$ cat config.mk
export PLATFORM = sky130hd
export DESIGN_NAME = flash_read_sequencer
export DESIGN_NICKNAME = d
export VERILOG_FILES = /design/src/rtl/flash_read_sequencer.sv
export SDC_FILE = /design/constraint.sdc
export NUM_CORES = 1
export LEC_CHECK = 0
export CORE_ASPECT_RATIO = 1.2
export CORE_UTILIZATION = 35
export DETAILED_ROUTE_END_ITERATION = 6
export SLEW_MARGIN = 5
export SYNTH_ARGS = -nofsm -noshare
export SYNTH_HDL_FRONTEND = slang
export SYNTH_SLANG_ARGS = --single-unit
$ cat constraint.sdc
create_clock -name fast_clock -period 7.15 [get_ports fast_clock]
set_input_delay 1.43 -clock fast_clock [delete_from_list [all_inputs] [get_ports fast_clock]]
set_output_delay 1.43 -clock fast_clock [all_outputs]
set_load 0.01 [all_outputs]
$ cat src/rtl/flash_read_sequencer.sv
// Avalon-MM read initiator for flash audio playback: fetches one 32-bit word per
// sample pair and presents each half as a separate data_valid pulse.
module flash_read_sequencer #(
  parameter int unsigned        N          = 32,
  parameter int unsigned        ADDR_W     = 23,
  parameter logic [ADDR_W-1:0]  START_ADDR = '0,
  parameter logic [ADDR_W-1:0]  END_ADDR   = ADDR_W'('h7FFFF)
) (
  input  logic              fast_clock,
  input  logic              reset_n,
  input  logic              sample_tick,
  input  logic              play,
  input  logic              direction,
  input  logic              restart,
  output logic [ADDR_W-1:0] flash_address,
  output logic              flash_read,
  input  logic              flash_waitrequest,
  input  logic [N-1:0]      flash_readdata,
  input  logic              flash_readdatavalid,
  output logic [N-1:0]      read_data,
  output logic              data_valid,
  output logic              data_bus_select,
  output logic              overrun
);

  typedef enum logic [1:0] {
    S_IDLE,
    S_ISSUE,
    S_WAIT_DATA,
    S_PRESENT
  } state_t;

  state_t              r_state;
  state_t              w_state_nxt;

  logic [ADDR_W-1:0]   r_addr;
  logic                r_half;
  logic                r_dir;
  logic                r_discard;
  logic                r_pend;
  logic                r_pend_dir;
  logic [N-1:0]        r_read_data;
  logic                r_data_valid;
  logic                r_sel;
  logic                r_overrun;

  logic                w_boundary;
  logic                w_start;
  logic                w_capture;
  logic                w_present;
  logic                w_tick_busy;
  logic                w_accept;
  logic                w_stalled;
  logic [ADDR_W-1:0]   w_addr_step;

  // The first half of a word equals the direction bit: fwd -> lower (0), bwd -> upper (1).
  assign w_boundary  = (r_half == r_dir);
  assign w_tick_busy = sample_tick && (r_state != S_IDLE) && !restart;
  assign w_accept    = (r_state == S_ISSUE) && !flash_waitrequest;
  assign w_stalled   = (r_state == S_ISSUE) && flash_waitrequest;

  always_comb begin
    w_addr_step = r_addr;
    if (r_dir) begin
      w_addr_step = (r_addr == START_ADDR) ? END_ADDR : r_addr - ADDR_W'(1);
    end else begin
      w_addr_step = (r_addr == END_ADDR) ? START_ADDR : r_addr + ADDR_W'(1);
    end
  end

  always_ff @(posedge fast_clock or negedge reset_n) begin
    if (!reset_n) begin
      r_state <= S_IDLE;
    end else begin
      r_state <= w_state_nxt;
    end
  end

  always_comb begin
    w_state_nxt = r_state;
    w_start     = 1'b0;
    w_capture   = 1'b0;
    w_present   = 1'b0;
    case (r_state)
      S_IDLE: begin
        if (sample_tick && play && !restart) begin
          w_start     = 1'b1;
          w_state_nxt = w_boundary ? S_ISSUE : S_PRESENT;
        end
      end
      S_ISSUE: begin
        if (!flash_waitrequest) begin
          w_state_nxt = S_WAIT_DATA;
        end
      end
      S_WAIT_DATA: begin
        if (flash_readdatavalid) begin
          if (r_discard || restart) begin
            w_state_nxt = S_IDLE;
          end else begin
            w_capture   = 1'b1;
            w_state_nxt = S_PRESENT;
          end
        end
      end
      S_PRESENT: begin
        w_present   = 1'b1;
        w_state_nxt = S_IDLE;
      end
      default: begin
        w_state_nxt = S_IDLE;
      end
    endcase
  end

  always_ff @(posedge fast_clock or negedge reset_n) begin
    if (!reset_n) begin
      r_addr       <= START_ADDR;
      r_half       <= 1'b0;
      r_dir        <= 1'b0;
      r_discard    <= 1'b0;
      r_pend       <= 1'b0;
      r_pend_dir   <= 1'b0;
      r_read_data  <= '0;
      r_data_valid <= 1'b0;
      r_sel        <= 1'b0;
      r_overrun    <= 1'b0;
    end else begin
      r_data_valid <= 1'b0;

      if (w_capture) begin
        r_read_data <= flash_readdata;
      end

      if (w_present) begin
        r_data_valid <= 1'b1;
        r_sel        <= r_half;
      end

      if (restart) begin
        r_overrun <= 1'b0;
      end else if (w_tick_busy) begin
        r_overrun <= 1'b1;
      end

      if ((r_state == S_WAIT_DATA) && flash_readdatavalid) begin
        r_discard <= 1'b0;
      end else if (restart && ((r_state == S_ISSUE) || (r_state == S_WAIT_DATA))) begin
        r_discard <= 1'b1;
      end

      // A restart while the read is stalled must not move the address under the
      // pending request, so the reload is deferred until the read is accepted.
      if (restart && w_stalled) begin
        r_pend     <= 1'b1;
        r_pend_dir <= direction;
      end else if (restart) begin
        r_pend <= 1'b0;
        r_addr <= direction ? END_ADDR : START_ADDR;
        r_half <= direction;
        r_dir  <= direction;
      end else if (r_pend && w_accept) begin
        r_pend <= 1'b0;
        r_addr <= r_pend_dir ? END_ADDR : START_ADDR;
        r_half <= r_pend_dir;
        r_dir  <= r_pend_dir;
      end else if (w_start && w_boundary) begin
        r_dir  <= direction;
        r_half <= direction;
      end else if (w_present) begin
        r_half <= ~r_half;
        if (!w_boundary) begin
          r_addr <= w_addr_step;
        end
      end
    end
  end

  assign flash_address   = r_addr;
  assign flash_read      = (r_state == S_ISSUE);
  assign read_data       = r_read_data;
  assign data_valid      = r_data_valid;
  assign data_bus_select = r_sel;
  assign overrun         = r_overrun;

endmodule

==> flow_summary.toml, run 1 <==
[cts]
clk_latency_ps = 330
post-cts-setup-buffers = 0
cts-resized-gates = 0
path_clk_slew_ps = 60
cts-buffers-inserted = 9
cts_tree = "yes"
clock-root-buffer = "clkbuf_16"
ctsHoldBuffers = 0
cts_sinks = 65
htree_levels = 3
cts_buffer_depth = 2

[yosys]
synth_edf_count = 0
synth_top_area_frac = 0.420
ys_warn_count = 0
syn-num-nets = 455
synth.distinct_cells = 62
ys_ff_latch = 65
yosys.area.top_type = "dfrtp_1"
yosysSeqAreaShare = 0.420
synth-async-reset-ratio = 1.00
yosys-top-cells-area = "dfrtp_1 (42%), mux2_2 (9.9%), a21oi_1 (4.1%)"
netlist_instances = 408
synth.avg_cell_area_um2 = 9.49
ys.flop_type = "dfrtp_1"
syn_area_mm2 = 0.00387

[grt]
gr-max-usage-layer = "met2"
grt-ovfl-total = 0
grt_pass1_vias = 3310
grt_pass1_wl_um = 17300
globalRouteTotalUtil = 0.195
antenna_found_initial = 0
met3_usage = 0.0350
grt_max_degree = 66
met1_usage = 0.244
grtUsageMet2 = 0.328

[pwr]
powerDensity_mw_per_mm2 = 423
combPwrFrac = 0.437
switching_power_uw = 835
p_clk_frac = 0.216
p_seq_frac = 0.347
ir_drop_uv = 183
p_int_uw = 1370
switching_share = 0.379
p_leak_uw = 0.00209
fin_total_pwr_uw = 2210

[route]
vias_per_cell = 5.66
num_vias = 3514
dr.pass1.iters = 6
drc_errors = 2
drt-total-wl_um = 11000
antenna_left = 0
wl_per_cell_um = 17.7
dr.first_iter.drc_count = 196

[setup_path]
crit_end = "flash_address[18]"
r2r-end = "flash_address[18]"
critPathArrivalTime_ps = 4420
r2r_slack_ps = 3990
required_ps = 7370
rr_startpoint = "r_state[1]"
reg2reg_depth = 9
cp_num_buf_inv = 2
start_kind = "primary input"
cp_top_family = "compound AO/OA/AOI/OAI gates"
critPathMaxStageDelay_ps = 720
path_class = "primary input to register"
worstSetupEndpointType = "register"
cp_max_fo = 27
critPathSlowestCell = "a21oi_1"
cp-startpoint = "restart"
crit_chain = "clkdlybuf4s50_1 > and4bb_2 > a311o_1 > buf_4 > nand2_1 > a21oi_1 > o21ai_0 > o221a_2"
cp.depth = 8

[run]
maxCapViolCount = 0

[timing]
fmax_ghz = 0.239
setup-tns-final_ps = 0
skew_ps = 6.70
hold_viol = 0
rsz0062_at_grt = "no"
drv_slew = 0
fin_ws_ps = 2960
setup_viol = 0
worst_pin_slew_ps = 1240
finalCritPeriodShare = 0.586
period_minus_slack_ps = 4190
max_slew_margin = 0.175

[finish]
seq_area_mm2 = 0.00163
final_area_mm2 = 0.00522
n_fill_cell = 983
diodes = 0
drive_gt1_frac = 0.130
multi_input_area_mm2 = 0.00205
synthToLayoutAreaGrowth_pct = 34.7
finalNetCount = 534
mostFrequentLayoutCells = "clkdlybuf4s50_1 (97), dfrtp_1 (65), mux2_2 (34)"
layout_commonest_cell = "clkdlybuf4s50_1"

[floorplanning]
coreArea_mm2 = 0.0106
die_h_um = 117
die-width_um = 98.0
boundaryPins = 99
std_cell_rows = 41
dieArea_mm2 = 0.0115
initial_utilization = 0.365

[placement]
placed_area_mm2 = 0.00489
pre_cts_ws_ps = 2640
gp_congestion = 0.809
portBuffers = 98
dp_hpwl_um = 7520

[run_status]
violations = "design-rule violations"
status = "complete, but fails checks"

[worst_hold_path]
hold_path.class = "register to register"
==> worst min-delay path by stage <==
stage / from / end / slack (ps) / cells after the start
floorplan: r_pend / r_pend / 460 / 1
global placement: r_pend / r_pend / 490 / 1
detailed placement: r_pend / r_pend / 480 / 1
CTS: r_pend / r_pend / 500 / 1
global route: read_data[18] / read_data[18] / 520 / 1
finish: r_pend / r_pend / 500 / 1
==> per-stage QoR <==
step / hold slack [ps] / utilization / cells
floorplan: 458 / - / 408
global placement: 486 / 0.461 / 605
detailed placement: 480 / 0.461 / 605
CTS: 496 / 0.491 / 621
global route: 524 / 0.491 / 621
finish: 499 / 0.491 / 621
==> registers in the layout, summed over array words and instances (netlist names) <==
register / count
overrun: 1
r_pend: 1
flash_address: 23
r_half: 1
r_pend_dir: 1
read_data: 32
data_bus_select: 1
r_state: 2
r_discard: 1
r_dir: 1
data_valid: 1
==> final cells by class <==
cell class | instances | area share
inverters | 14 | 0.0101
clock buffers | 10 | 0.0439
clock inverters | 6 | 0.0178
well taps | 129 | 0.0309
repair buffers | 102 | 0.193
flip-flops and latches | 65 | 0.312
multi-input cells | 295 | 0.393
==> worst register-to-register path: stages, from the launching register on <==
cell and delay (ps):
dfrtp_1 400, inv_1 110, ha_1 310, and4bb_2 330, a311o_1 130, buf_4 300, nand2_1 300, a21oi_1 720
o21ai_0 200, o221a_2 270
==> cells in the mapped netlist (11+ instances only) <==
library cell / count
xnor2_1: 11
nand3_1: 16
clkbuf_1: 26
dfrtp_1: 65
nor3_1: 14
nor2_1: 26
mux2_2: 34
xor2_1: 14
nand2_1: 22
inv_1: 14
a21oi_1: 32
o21ai_0: 20
==> power groups by stage <==
stage	Clock (uW)	Sequential, uW	Combinational [uW]
2_1_floorplan	0	707	561
6_report	476	766	963
4_1_cts	487	763	969
3_5_place_dp	0	767	966
5_1_grt	506	798	1040
3_3_place_gp	0	761	953
==> routing by layer <==
metal | up-vias | share of wire | wire, um
met5 | - | 0 | 0
met4 | 0 | 0.020 | 217
met3 | 15 | 0.036 | 399
met2 | 85 | 0.51 | 5620
met1 | 1759 | 0.43 | 4730
li1 | 1655 | - | -
==> cell families (layout without fill, tap and decap cells) <==
group | after synthesis | in the layout | synth area share
muxes | 34 | 34 | 0.0989
and+or+nand+nor | 127 | 127 | 0.180
adders and majority gates | 7 | 7 | 0.0226
AOI/OAI and AO/OA | 102 | 102 | 0.171
xor gates and xnor gates | 25 | 25 | 0.0565
buffers and inverters | 48 | 132 | 0.0510
DFF | 65 | 65 | 0.420
Note: power is estimated with default switching activity, not from simulation.
==> run 2, diff against run 1 <==
==> constraint.sdc (replaced) <==
create_clock -name fast_clock -period 4.4 [get_ports fast_clock]
set_input_delay 0.88 -clock fast_clock [delete_from_list [all_inputs] [get_ports fast_clock]]
set_output_delay 0.88 -clock fast_clock [all_outputs]
set_load 0.01 [all_outputs]
==> run 2 against run 1 <==
  * Die area is the same
  * Setup slack worse by 1600 ps
  * Sequential power grew 61%
  * The flow still finishes with violations (design-rule violations)
  * Critical endpoint is now flash_address[20]
  * Power grew 57%
==> flow_summary.toml, run 2 (same netlist as run 1, synthesis figures left out) <==
[run_status]
status = "complete, but fails checks"
violations = "design-rule violations"

[cts]
clock-root-buffer = "clkbuf_16"
post-cts-setup-buffers = 0
cts_buffer_depth = 2
ctsHoldBuffers = 0
clk_latency_ps = 330
path_clk_slew_ps = 60
htree_levels = 3
cts_sinks = 65
cts_tree = "yes"
cts-buffers-inserted = 9
cts-resized-gates = 0

[finish]
drive_gt1_frac = 0.134
finalNetCount = 536
mostFrequentLayoutCells = "clkdlybuf4s50_1 (97), dfrtp_1 (65), mux2_2 (34)"
diodes = 0
largest_register_ff_count = 32
n_fill_cell = 988
layout_commonest_cell = "clkdlybuf4s50_1"
synthToLayoutAreaGrowth_pct = 33.8

[floorplanning]
dieArea_mm2 = 0.0115
initial_utilization = 0.365
coreArea_mm2 = 0.0106
die_h_um = 117
die-width_um = 98.0
boundaryPins = 99
std_cell_rows = 41

[timing]
fmax_ghz = 0.326
worst_pin_slew_ps = 1080
setup-tns-final_ps = 0
max_slew_margin = 0.283
finalCritPeriodShare = 0.697
setup_viol = 0
period_minus_slack_ps = 3070
hold_viol = 0
skew_ps = 5.27
rsz0062_at_grt = "no"
drv_slew = 0

[worst_hold_path]
min_from = "read_data[9]"
min_to = "read_data[9]"
whs_path_depth = 1
hold_path.class = "register to register"

[setup_path]
critPathMaxStageDelay_ps = 550
crit_chain = "clkdlybuf4s50_1 > and3b_1 > nor2_1 > nand4b_1 > o22ai_1 > or3b_2 > o211ai_1"
critPathSlowestCell = "clkdlybuf4s50_1"
cp_max_fo = 8
start_kind = "primary input"
r2r_slack_ps = 1640
critPathArrivalTime_ps = 3320
cp_num_buf_inv = 1
required_ps = 4650
worstSetupEndpointType = "register"
rr_startpoint = "flash_address[0]"
cp_top_family = "simple AND/OR/NAND/NOR gates"
r2r-end = "flash_address[20]"
reg2reg_depth = 8
path_class = "primary input to register"

[pwr]
p_leak_uw = 0.00208
powerDensity_mw_per_mm2 = 669
ir_drop_uv = 361
fin_total_pwr_uw = 3470

[route]
dr.first_iter.drc_count = 259
vias_per_cell = 5.63
dr.pass1.iters = 7
num_vias = 3500
wl_per_cell_um = 17.8
drt-total-wl_um = 11000
antenna_left = 0
drc_errors = 2

[grt]
grt_pass1_wl_um = 17200
globalRouteTotalUtil = 0.192
grt_pass1_vias = 3309
grt-ovfl-total = 0
antenna_found_initial = 0
grt_max_degree = 46

[placement]
dp_hpwl_um = 7680
portBuffers = 98
gp_congestion = 0.839

[run]
maxCapViolCount = 0
run 2: worst max-delay path by stage:
stage | endpoint | slack [ps] | cells past startpoint | startpoint
final | flash_address[20] | 1330 | 7 | flash_waitrequest
after global routing | flash_address[20] | 1210 | 7 | flash_waitrequest
after CTS | flash_address[20] | 1390 | 7 | flash_waitrequest
after detailed placement | flash_address[20] | 1050 | 7 | flash_waitrequest
after global placement | flash_address[20] | 1150 | 6 | restart
after floorplan | flash_address[18] | 1900 | 7 | flash_waitrequest
run 2: per-layer routing:
layer	GRT usage	up-vias	share of wire
li1	-	1659	-
met1	0.240	1736	0.43
met2	0.331	97	0.51
met3	0.0356	8	0.043
met4	0.0727	0	0.014
met5	0	-	0
run 2: worst register-to-register path, delay by kind of cell (launching register included):
family / cells / cell delay, ps
AND/OR/NAND/NOR: 4 / 1420
buffers and inverters: 1 / 160
AO/OA/AOI/OAI: 2 / 350
flip-flops: 1 / 510
adder cells (fa/ha/maj): 1 / 200
run 2: final cells by class:
cell class | instances | area (um^2) | share of cell area
sequential | 65 | 1630 | 0.314
clock inverter | 5 | 32.5 | 0.00628
timing repair buffer | 104 | 1020 | 0.197
multi-input combinational | 295 | 2050 | 0.395
clock buffer | 10 | 239 | 0.0461
inverter | 14 | 52.6 | 0.0101
tap | 129 | 161 | 0.0312
run 2: per-stage QoR:
| step | instances | setup slack (ps) | utilization | hold WS, ps | cell area [um^2] |
|---|---|---|---|---|---|
| 2_1_floorplan | 408 | 1900 | - | 458 | 3870 |
| 3_3_place_gp | 607 | 1150 | 0.462 | 481 | 4910 |
| 3_5_place_dp | 607 | 1050 | 0.462 | 494 | 4910 |
| 4_1_cts | 622 | 1390 | 0.488 | 507 | 5180 |
| 5_1_grt | 622 | 1210 | 0.488 | 527 | 5180 |
| 6_report | 622 | 1330 | 0.488 | 503 | 5180 |
run 2: power by group:
part | switching (uW) | internal, uW
logic | 698 | 872
clock network | 272 | 391
registers | 370 | 862
total | 1340 | 2120
==> run 3, diff against run 2 <==
==> constraint.sdc (replaced) <==
create_clock -name fast_clock -period 3.1 [get_ports fast_clock]
set_input_delay 0.62 -clock fast_clock [delete_from_list [all_inputs] [get_ports fast_clock]]
set_output_delay 0.62 -clock fast_clock [all_outputs]
set_load 0.01 [all_outputs]
==> run 3 against run 2 <==
  * Setup slack got worse by 850 ps
  * Largest cell class unchanged
  * Largest power group unchanged
  * Sequential cell count did not move
  * Die area did not move
  * The run still ends with design-rule violations left
==> flow_summary.toml, run 3 (same netlist as run 1, synthesis figures left out) <==
[run_status]
status = "complete, but fails checks"
violations = "design-rule violations"

[timing]
worst_pin_slew_ps = 864
finalCritPeriodShare = 0.844
skew_ps = 6.66
setup_viol = 0
period_minus_slack_ps = 2620
holdWs_ps = 479
drv_slew = 0
rsz0062_at_grt = "no"
max_slew_margin = 0.424
hold_viol = 0
fmax_ghz = 0.382
setup-tns-final_ps = 0

[grt]
antenna_found_initial = 0
grt_pass1_vias = 3439
grt_max_degree = 66
grt-ovfl-total = 0
grt_pass1_wl_um = 17800
globalRouteTotalUtil = 0.198

[finish]
largest_register_ff_count = 32
final_area_mm2 = 0.00538
n_fill_cell = 984
drive_gt1_frac = 0.162
multi_input_area_mm2 = 0.00205
final_core_util = 0.507
seq_area_mm2 = 0.00163
mostFrequentLayoutCells = "clkdlybuf4s50_1 (97), dfrtp_1 (65), mux2_2 (34)"
finalNetCount = 553
synthToLayoutAreaGrowth_pct = 39.0
layout_commonest_cell = "clkdlybuf4s50_1"
diodes = 0

[cts]
cts-buffers-inserted = 9
cts_buffer_depth = 2
ctsHoldBuffers = 0
cts-resized-gates = 0
clock-root-buffer = "clkbuf_16"
clk_latency_ps = 330
post-cts-setup-buffers = 0
cts_sinks = 65
path_clk_slew_ps = 60
htree_levels = 3
cts_tree = "yes"

[route]
drc_errors = 2
drt-total-wl_um = 11000
antenna_left = 0
vias_per_cell = 5.59
dr.pass1.iters = 7
wl_per_cell_um = 17.2
dr.first_iter.drc_count = 210
num_vias = 3577

[worst_hold_path]
hold_path.class = "primary input to async pin"

[placement]
dp_hpwl_um = 7800
placed_area_mm2 = 0.00504
portBuffers = 98
gp_congestion = 0.875

[floorplanning]
boundaryPins = 99
initial_utilization = 0.365
dieArea_mm2 = 0.0115
die_h_um = 117
coreArea_mm2 = 0.0106
die-width_um = 98.0
std_cell_rows = 41

[run]
maxCapViolCount = 0

[setup_path]
path_class = "register to register"
worstSetupEndpointType = "register"
critPathArrivalTime_ps = 2830
reg2reg_depth = 6
cp_max_fo = 9
required_ps = 3310
start_kind = "register"

[pwr]
p_leak_uw = 0.00220
powerDensity_mw_per_mm2 = 978
ir_drop_uv = 386
fin_total_pwr_uw = 5260
-- run 3: changes by cell type in the layout (fill, tap and decap cells not counted), sizes merged --
cell,change
bufinv,+3
clkinv,+1
clkinvlp,-3
buf,+17
-- run 3: path summary, 6_finish.rpt --
check                                   from           endpoint  slack, ps
setup / recovery           flash_address[19]  flash_address[20]        480
hold / removal                       reset_n  flash_address[16]        480
setup reg to reg           flash_address[19]  flash_address[20]        480
hold reg to reg                 read_data[5]       read_data[5]        500
max in group asynchronous            reset_n   flash_address[2]       2050
min in group fast_clock         read_data[5]       read_data[5]        500
-- run 3: metal layers --
| metal | GRT usage | vias up | wire length, um |
|---|---|---|---|
| li1 | - | 1701 | - |
| met1 | 0.247 | 1723 | 4660 |
| met2 | 0.329 | 132 | 5530 |
| met3 | 0.0469 | 21 | 584 |
| met4 | 0.0828 | 0 | 234 |
| met5 | 0 | - | 0 |
-- run 3: final cells by class --
type	count	share of cell area
clock buffers	10	0.0425
clock inverters	6	0.0216
inverters	14	0.00976
multi-input cells	295	0.381
flip-flops and latches	65	0.302
well taps	129	0.0300
repair buffers	121	0.213
-- run 3: worst max-delay path, cell delays in order, from the launching register on --
cell      delay [ps]
dfrtp_1          470
or4_4            530
or4b_1           520
nor2_1           350
o22ai_1          300
or3b_2           260
o211ai_1          70
-- run 3: power breakdown --
group / internal [uW] / switching [uW]
clock: 790 / 397
combinational: 1320 / 1110
sequential: 1230 / 413
total: 3340 / 1920
-- run 3: metrics by stage --
stage	setup WS (ps)	instances
3_3_place_gp	392	624
3_5_place_dp	309	624
6_report	483	640
4_1_cts	515	640
2_1_floorplan	625	408
5_1_grt	334	640
